[src/rtl/regfile_access_engine.sv]
// Bulk debug access engine for the CPU register file: walks an inclusive,
// wrapping address range and either dumps register contents or loads new ones.
module regfile_access_engine #(
  parameter int N = 4,
  parameter int M = 32
) (
  input  logic         clk,
  input  logic         reset,
  input  logic         start,
  input  logic         mode,
  input  logic [N-1:0] first_addr,
  input  logic [N-1:0] last_addr,
  output logic [N-1:0] rf_addr,
  input  logic [M-1:0] rf_rdata,
  output logic         rf_we,
  output logic [N-1:0] rf_waddr,
  output logic [M-1:0] rf_wdata,
  output logic         out_valid,
  input  logic         out_ready,
  output logic [M-1:0] out_data,
  output logic [N-1:0] out_addr,
  input  logic         in_valid,
  output logic         in_ready,
  input  logic [M-1:0] in_data,
  output logic         busy,
  output logic         done,
  output logic         halt_req
);

  localparam logic [2:0] IDLE    = 3'd0;
  localparam logic [2:0] RD      = 3'd1;
  localparam logic [2:0] SEND    = 3'd2;
  localparam logic [2:0] WR_WAIT = 3'd3;
  localparam logic [2:0] WR      = 3'd4;
  localparam logic [2:0] DONE    = 3'd5;

  logic [2:0]   state;
  logic [N-1:0] cur;
  logic [N-1:0] last_q;
  logic [M-1:0] dump_data_q;
  logic [N-1:0] dump_addr_q;
  logic [M-1:0] wr_data_q;
  logic [N-1:0] wr_addr_q;

  logic at_last;
  assign at_last = (cur == last_q);

  // cur wraps naturally at 2^N, so last < first walks through the top of the file.
  always_ff @(posedge clk) begin
    if (reset) begin
      state       <= IDLE;
      cur         <= '0;
      last_q      <= '0;
      dump_data_q <= '0;
      dump_addr_q <= '0;
      wr_data_q   <= '0;
      wr_addr_q   <= '0;
    end else begin
      case (state)
        IDLE: begin
          if (start) begin
            cur    <= first_addr;
            last_q <= last_addr;
            state  <= mode ? WR_WAIT : RD;
          end
        end
        RD: begin
          dump_data_q <= rf_rdata;
          dump_addr_q <= cur;
          state       <= SEND;
        end
        SEND: begin
          if (out_ready) begin
            if (at_last) begin
              state <= DONE;
            end else begin
              cur   <= cur + 1'b1;
              state <= RD;
            end
          end
        end
        WR_WAIT: begin
          if (in_valid) begin
            wr_data_q <= in_data;
            wr_addr_q <= cur;
            state     <= WR;
          end
        end
        WR: begin
          if (at_last) begin
            state <= DONE;
          end else begin
            cur   <= cur + 1'b1;
            state <= WR_WAIT;
          end
        end
        DONE: begin
          state <= IDLE;
        end
        default: begin
          state <= IDLE;
        end
      endcase
    end
  end

  // Every output is a decode of registered state, so no input reaches an output combinationally.
  always_comb begin
    rf_addr   = '0;
    rf_we     = 1'b0;
    rf_waddr  = '0;
    rf_wdata  = '0;
    out_valid = 1'b0;
    out_data  = '0;
    out_addr  = '0;
    in_ready  = 1'b0;
    busy      = 1'b0;
    done      = 1'b0;
    case (state)
      RD: begin
        rf_addr = cur;
        busy    = 1'b1;
      end
      SEND: begin
        rf_addr   = cur;
        out_valid = 1'b1;
        out_data  = dump_data_q;
        out_addr  = dump_addr_q;
        busy      = 1'b1;
      end
      WR_WAIT: begin
        in_ready = 1'b1;
        busy     = 1'b1;
      end
      WR: begin
        rf_we    = 1'b1;
        rf_waddr = wr_addr_q;
        rf_wdata = wr_data_q;
        busy     = 1'b1;
      end
      DONE: begin
        done = 1'b1;
      end
      default: begin
        busy = 1'b0;
      end
    endcase
  end

  assign halt_req = busy;

endmodule

[config.mk]
export PLATFORM = sky130hd
export DESIGN_NAME = regfile_access_engine
export DESIGN_NICKNAME = d
export VERILOG_FILES = /design/src/rtl/regfile_access_engine.sv
export SDC_FILE = /design/constraint.sdc
export NUM_CORES = 1
export LEC_CHECK = 0
export BUFFER_PORTS_ARGS = -buffer_cell sky130_fd_sc_hd__buf_2
export CORE_MARGIN = 2
export CORE_UTILIZATION = 48
export DETAILED_ROUTE_END_ITERATION = 7
export GPL_ROUTABILITY_DRIVEN = 0
export PLACE_DENSITY = 0.83
export SETUP_SLACK_MARGIN = 0.2
export SYNTH_ARGS = -nofsm -noshare
export SYNTH_HDL_FRONTEND = slang
export SYNTH_SLANG_ARGS = --single-unit
[constraint.sdc]
create_clock -name clk -period 2.2 [get_ports clk]
set_clock_uncertainty 0.2 [all_clocks]
set_input_delay 0.33 -clock clk [delete_from_list [all_inputs] [get_ports clk]]
set_output_delay 0.33 -clock clk [all_outputs]
set_load 0.01 [all_outputs]
After elaboration in Yosys (flattened, before gate mapping)
Index checks and enable logic that the tools add are counted.
- flip-flop bits (word level): 83
- logic and storage cells: 46
- $add $sub $neg: 1
- equal/unequal tests: 9
- mux-type cells: 21
- reduce and logical (&&, ||, !) cells: 8
- operator list (cell ; count):
    $mux 32 ; 2
    $mux 4 ; 6
    $mux 3 ; 5
    $pmux 3 s5 ; 1
    $pmux 4 s3 ; 1
    $eq 3x2->1 const B ; 2
    $eq 3x3->1 const B ; 2
    $ne 2x2->1 const B ; 3
    $reduce_and 3->1 ; 2
    $mux 1 ; 5
    $add 4x1->4 const B ; 1
    $eq 4x4->1 ; 1
    $reduce_and 2->1 ; 2
    $reduce_or 4->1 ; 1
    $eq 3x1->1 const B ; 1
    $logic_not 3->1 ; 1
    $reduce_bool 3->1 ; 1
    $mux 2 ; 1
    $reduce_or 2->1 ; 1

Longest topological paths before layout
- depth in word-level cells: 4
- gate-level depth with buffers: 6
- gate-level depth less buffers: 4

Worst setup path before layout
Ideal clock, no wire load.
- kind: reg2out
- from: register state[2]
- to: output rf_wdata[10]
- data arrival time: 1.335 ns
- required time: 1.670 ns
- path slack: 0.335 ns
- cell stages (with the launch flop): 6
- buffers on the path: 3
- cells stage by stage: dfxtp_1 buf_6 nor3b_1 clkbuf_2 clkbuf_1 and2_1
- cells in the longest elaborated chain, start to end: 2
- ends and longest elaborated chain (item ; line ; text):
    from (decl) ; 37 ; logic [2:0] state;
    from (signal assigned) ; 64 ; state <= mode ? WR_WAIT : RD;
    $eq 3x3->1 ; 119 ; case (state)
    $mux 32 ; 119 ;
    to (decl) ; 17 ; output logic [M-1:0] rf_wdata,
Every way passes these cells.

Final worst setup path
- from: register state[0]
- to: output rf_wdata[30]
Same word-level chain as after synthesis.

==> run summary <==
During synthesis, Yosys emitted a total of 0 warnings. The signal on the critical path passes through buf_6 -> nor3b_4 -> buf_6 -> buf_12 -> and2_1 -> buf_2. TritonCTS built the clock tree. The fraction of layout instances using a drive strength above 1 is 35.2%, and the count of maximum capacitance violations is 0. The net count after synthesis is 574. The number of buffers and inverters on the critical path is 4.

The logs give 495 for the count of mapped cells out of synthesis and 4.62 mW for the sum of internal, switching and leakage power. The analysis attributes to cell leakage a power of 2.43 nW. For the maximum buffer depth of the clock tree, the log shows 2. Final clock period utilization by the worst path: 96.3%. The tools report the HPWL after detailed placement as 6930 um. Counting every sink on the clock net gives 83.

Final number of max-transition violations: 0. The final count of hold timing violations is 0. The combinational cell fraction of total power was 35.1%. Yosys instantiated no cell more often than sky130_fd_sc_hd__nand2_1. Setup violations remaining at the end of the flow were counted as 0.

The die is 93.1 um wide. The share of flip-flops with an asynchronous set or reset is 0%. The flip-flop cell with the highest count after synthesis was sky130_fd_sc_hd__dfxtp_1. The core area came out at 7730 sq um. The unique cell type count in the Yosys netlist came out at 43. The die covers 8670 sq um. At the worst endpoint, the required time is 1.67 ns. After synthesis, flip-flops and latches occupy 43.6% of the total area.

The tools report the starting density of the core as 49.3%. The via-per-instance ratio was 5.22; the number of iterations in the first detailed-routing pass was 5. The initial antenna violation count was 0. The category of the worst setup path capture point was an output port. For this design, the slowest cell found on the critical path is sky130_fd_sc_hd__dfxtp_2. The largest single stage delay on the critical path is 0.34 ns. The number of levels in the clock H-tree was 3. The area growth from synthesis to layout is 35.7%.

The per-instance average area after synthesis is 7.70 sq um. The run gives 16,900 um as the global-route wire length before repair. The count of flip-flops with a built-in enable after synthesis is 0, and the total detailed-routing wirelength is 10,700 um. The count of fill cells added during filler insertion is 663. The tools report the internal portion of total power as 3.03 mW. Power per standard cell area: 892 nW/um^2. Top-area cell type share of the netlist area: 43.6%.

Buffers placed on the I/O ports in this run total 159. The tools report the maximum achievable frequency as 0.472 GHz. The tools report the row count as 32.

The run finished with clean final reports. Setup repair after global routing could not meet its margin everywhere. The path type of the worst min-delay path was in2reg. The tools report the maximum ir drop on the vdd rail as 0.731 mV. By count the netlist is led by sky130_fd_sc_hd__nand2_1 (148), sky130_fd_sc_hd__dfxtp_1 (83), sky130_fd_sc_hd__a21oi_1 (75). In this run the clock root is driven by a sky130_fd_sc_hd__clkbuf_8.

After synthesis the netlist holds a flip-flop and latch count of 83. The height of the die is 93.1 um. The switching power total came out at 1.59 mW.

The maximum fanout count along the critical path is 19. The clock network accounts for 25.5% of the total power. Summing over every cut layer, the via total after detailed routing is 3,965. The count of hold-fix buffers inserted at cts is 0, and the DRC violation count after routing is 0. TritonCTS created 9 clock buffers.

Per report_power, the sequential group accounts for 39.5% of the total. Grouping stages by cell kind, the critical path spends the most delay in buffers and inverters. Entering global routing, the biggest net connects 48 pins. Net switching is 34.4% of the power.

The logs give 732 for the number of nets in the layout and 1.59 ns for the data arrival time of the critical path. The number of antenna diodes in the final layout is 0. The logs give 0.34 ns for the later-pin clock latency in the skew report and 24.1% for the overall track demand over capacity in global routing.

The most numerous cell on the critical path is sky130_fd_sc_hd__buf_6. The detailed router finished its first iteration with 197 violations. The critical path in this run is classified as reg2out. For the final routed database, the setup TNS stands at 0 ns. The cell type with the highest aggregate area in the netlist is sky130_fd_sc_hd__dfxtp_1. The mean routed wirelength per cell was 14.1 um; the placed instance count was 731. By area the synthesized netlist is led by sky130_fd_sc_hd__dfxtp_1 (44%), sky130_fd_sc_hd__nand2_1 (15%), sky130_fd_sc_hd__a21oi_1 (9.8%). The tightest slew margin relative to the limit was 67.8%; the clock transition at the register clock pins on the worst setup and hold paths after CTS was 0.08 ns.

Number of top-level pins: 160. For the pin with the worst max-slew slack, the measured transition is 0.483 ns. The count of cells in the finished layout, fillers not included, comes to 759. For the number of global-route vias before repair, the log shows 3,720. The run gives 0 as the total congestion overflow.

The routed design could run at a clock period as short as 2.12 ns. The count of nets left with antenna violations once routing finished came out at 0. Summing every instance area after synthesis gives 3810 sq um.

The worst setup path is launched from a flop.
[per-layer routing]
layer  vias to the layer above  track usage (%)  routed length (um)
li1                       1943                -                   -
met4                         0             9.93                 286
met5                         -                0                   0
met3                        25             3.63                 675
met1                      1848             29.3                4290
met2                       149             42.6                5440
[logic make-up after synthesis]
kind of cell             share of synthesized area (%)
AO/OA/AOI/OAI                                     14.2
XOR/XNOR                                          2.30
buffers and inverters                             5.38
AND/OR/NAND/NOR                                   32.8
multiplexers                                      1.44
flip-flops                                        43.6
adder cells (fa/ha/maj)                          0.328
[final cells by class]
class                   count  area, sq um  share of cell area, %
multi-input cells         369         2000                   38.7
flip-flops and latches     83         1670                   32.3
repair buffers            187         1140                   22.1
clock buffers              10          138                   2.66
well taps                 102          128                   2.47
clock inverters             5         77.6                   1.50
inverters                   3         15.0                  0.290
[cell usage in the layout, fill, tap and decap left out, types with 2 or more instances in the layout]
| cell type | synthesis | routed |
|---|---|---|
| sky130_fd_sc_hd__xnor2_1 | 5 | 5 |
| sky130_fd_sc_hd__nor2_1 | 16 | 13 |
| sky130_fd_sc_hd__bufinv_16 | 0 | 2 |
| sky130_fd_sc_hd__clkbuf_8 | 0 | 10 |
| sky130_fd_sc_hd__nand2_1 | 148 | 148 |
| sky130_fd_sc_hd__clkinvlp_4 | 0 | 2 |
| sky130_fd_sc_hd__inv_1 | 3 | 2 |
| sky130_fd_sc_hd__nand3_1 | 3 | 3 |
| sky130_fd_sc_hd__buf_6 | 2 | 13 |
| sky130_fd_sc_hd__buf_12 | 0 | 3 |
| sky130_fd_sc_hd__nand2b_1 | 3 | 3 |
| sky130_fd_sc_hd__a21oi_1 | 75 | 75 |
| sky130_fd_sc_hd__clkinv_2 | 0 | 2 |
| sky130_fd_sc_hd__nor2_2 | 0 | 3 |
| sky130_fd_sc_hd__dfxtp_1 | 83 | 80 |
| sky130_fd_sc_hd__and2_1 | 36 | 26 |
| sky130_fd_sc_hd__o211a_1 | 2 | 2 |
| sky130_fd_sc_hd__buf_2 | 10 | 149 |
| sky130_fd_sc_hd__and2_4 | 0 | 10 |
| sky130_fd_sc_hd__a211o_1 | 2 | 2 |
| sky130_fd_sc_hd__mux2i_1 | 4 | 4 |
| sky130_fd_sc_hd__nor2b_1 | 5 | 4 |
| sky130_fd_sc_hd__buf_4 | 4 | 20 |
| sky130_fd_sc_hd__o32ai_1 | 3 | 3 |
| sky130_fd_sc_hd__dfxtp_4 | 0 | 2 |
| sky130_fd_sc_hd__o21ai_0 | 5 | 5 |
| sky130_fd_sc_hd__and3_1 | 38 | 38 |
| sky130_fd_sc_hd__o211ai_1 | 2 | 2 |
[worst reg2reg max path: stages (launching register included)]
cell                      delay [ns]
sky130_fd_sc_hd__dfxtp_2        0.34
sky130_fd_sc_hd__buf_6          0.12
sky130_fd_sc_hd__buf_4          0.12
sky130_fd_sc_hd__buf_4          0.16
sky130_fd_sc_hd__o32ai_4        0.41
sky130_fd_sc_hd__o21ai_2        0.14
sky130_fd_sc_hd__o32ai_1        0.33
[repair_timing]
| item | CTS | global route |
|---|---|---|
| setup endpoints to repair | 79 | 80 |
| cloned | 3 | 0 |
| pin swaps | 10 | 3 |
| buffers inserted | 6 | 4 |
| endpoints found under the hold margin | 0 | 0 |
| gates resized for setup | 38 | 5 |
[sequential cells by signal, indices dropped and copies added, names as in the netlist]
register and cells:
dump_data_q 32, wr_data_q 32, cur 4, dump_addr_q 4
last_q 4, wr_addr_q 4, state 3
[power by group through the flow]
stage               Combinational (mW)  Sequential, mW  Clock (mW)
finish                            1.62            1.82        1.18
global route                      1.78            1.84        1.27
CTS                               1.55            1.82        1.20
detailed placement                1.42            1.84           0
global placement                  1.38            1.83           0
floorplan                         1.03            1.81           0
[metrics by stage]
step                      setup slack (ns)  hold slack (ns)  instance area [sq um]  utilization (%)
after global routing                0.0229          0.00628                   5170             66.9
after detailed placement             0.328            0.242                   4690             60.6
after global placement               0.380            0.237                   4690             60.6
after floorplan                      0.335            0.232                   3810                -
final                               0.0817           0.0201                   5170             66.9
after CTS                            0.147           0.0101                   5120             66.3
[final timing paths]
| kind | from | end | slack [ns] | cells after the start |
|---|---|---|---|---|
| worst min-delay path | in_data[27] | wr_data_q[27]$_SDFFE_PP0P_ | 0.02 | 3 |
| worst max register to register | state[0]$_SDFFE_PP0P_ | cur[3]$_SDFFE_PP0P_ | 0.27 | 6 |
| worst min register to register | wr_data_q[4]$_SDFFE_PP0P_ | wr_data_q[4]$_SDFFE_PP0P_ | 0.25 | 2 |
| worst max-delay path | state[0]$_SDFFE_PP0P_ | rf_wdata[30] | 0.08 | 6 |
Power figures use the tool's default switching activity.
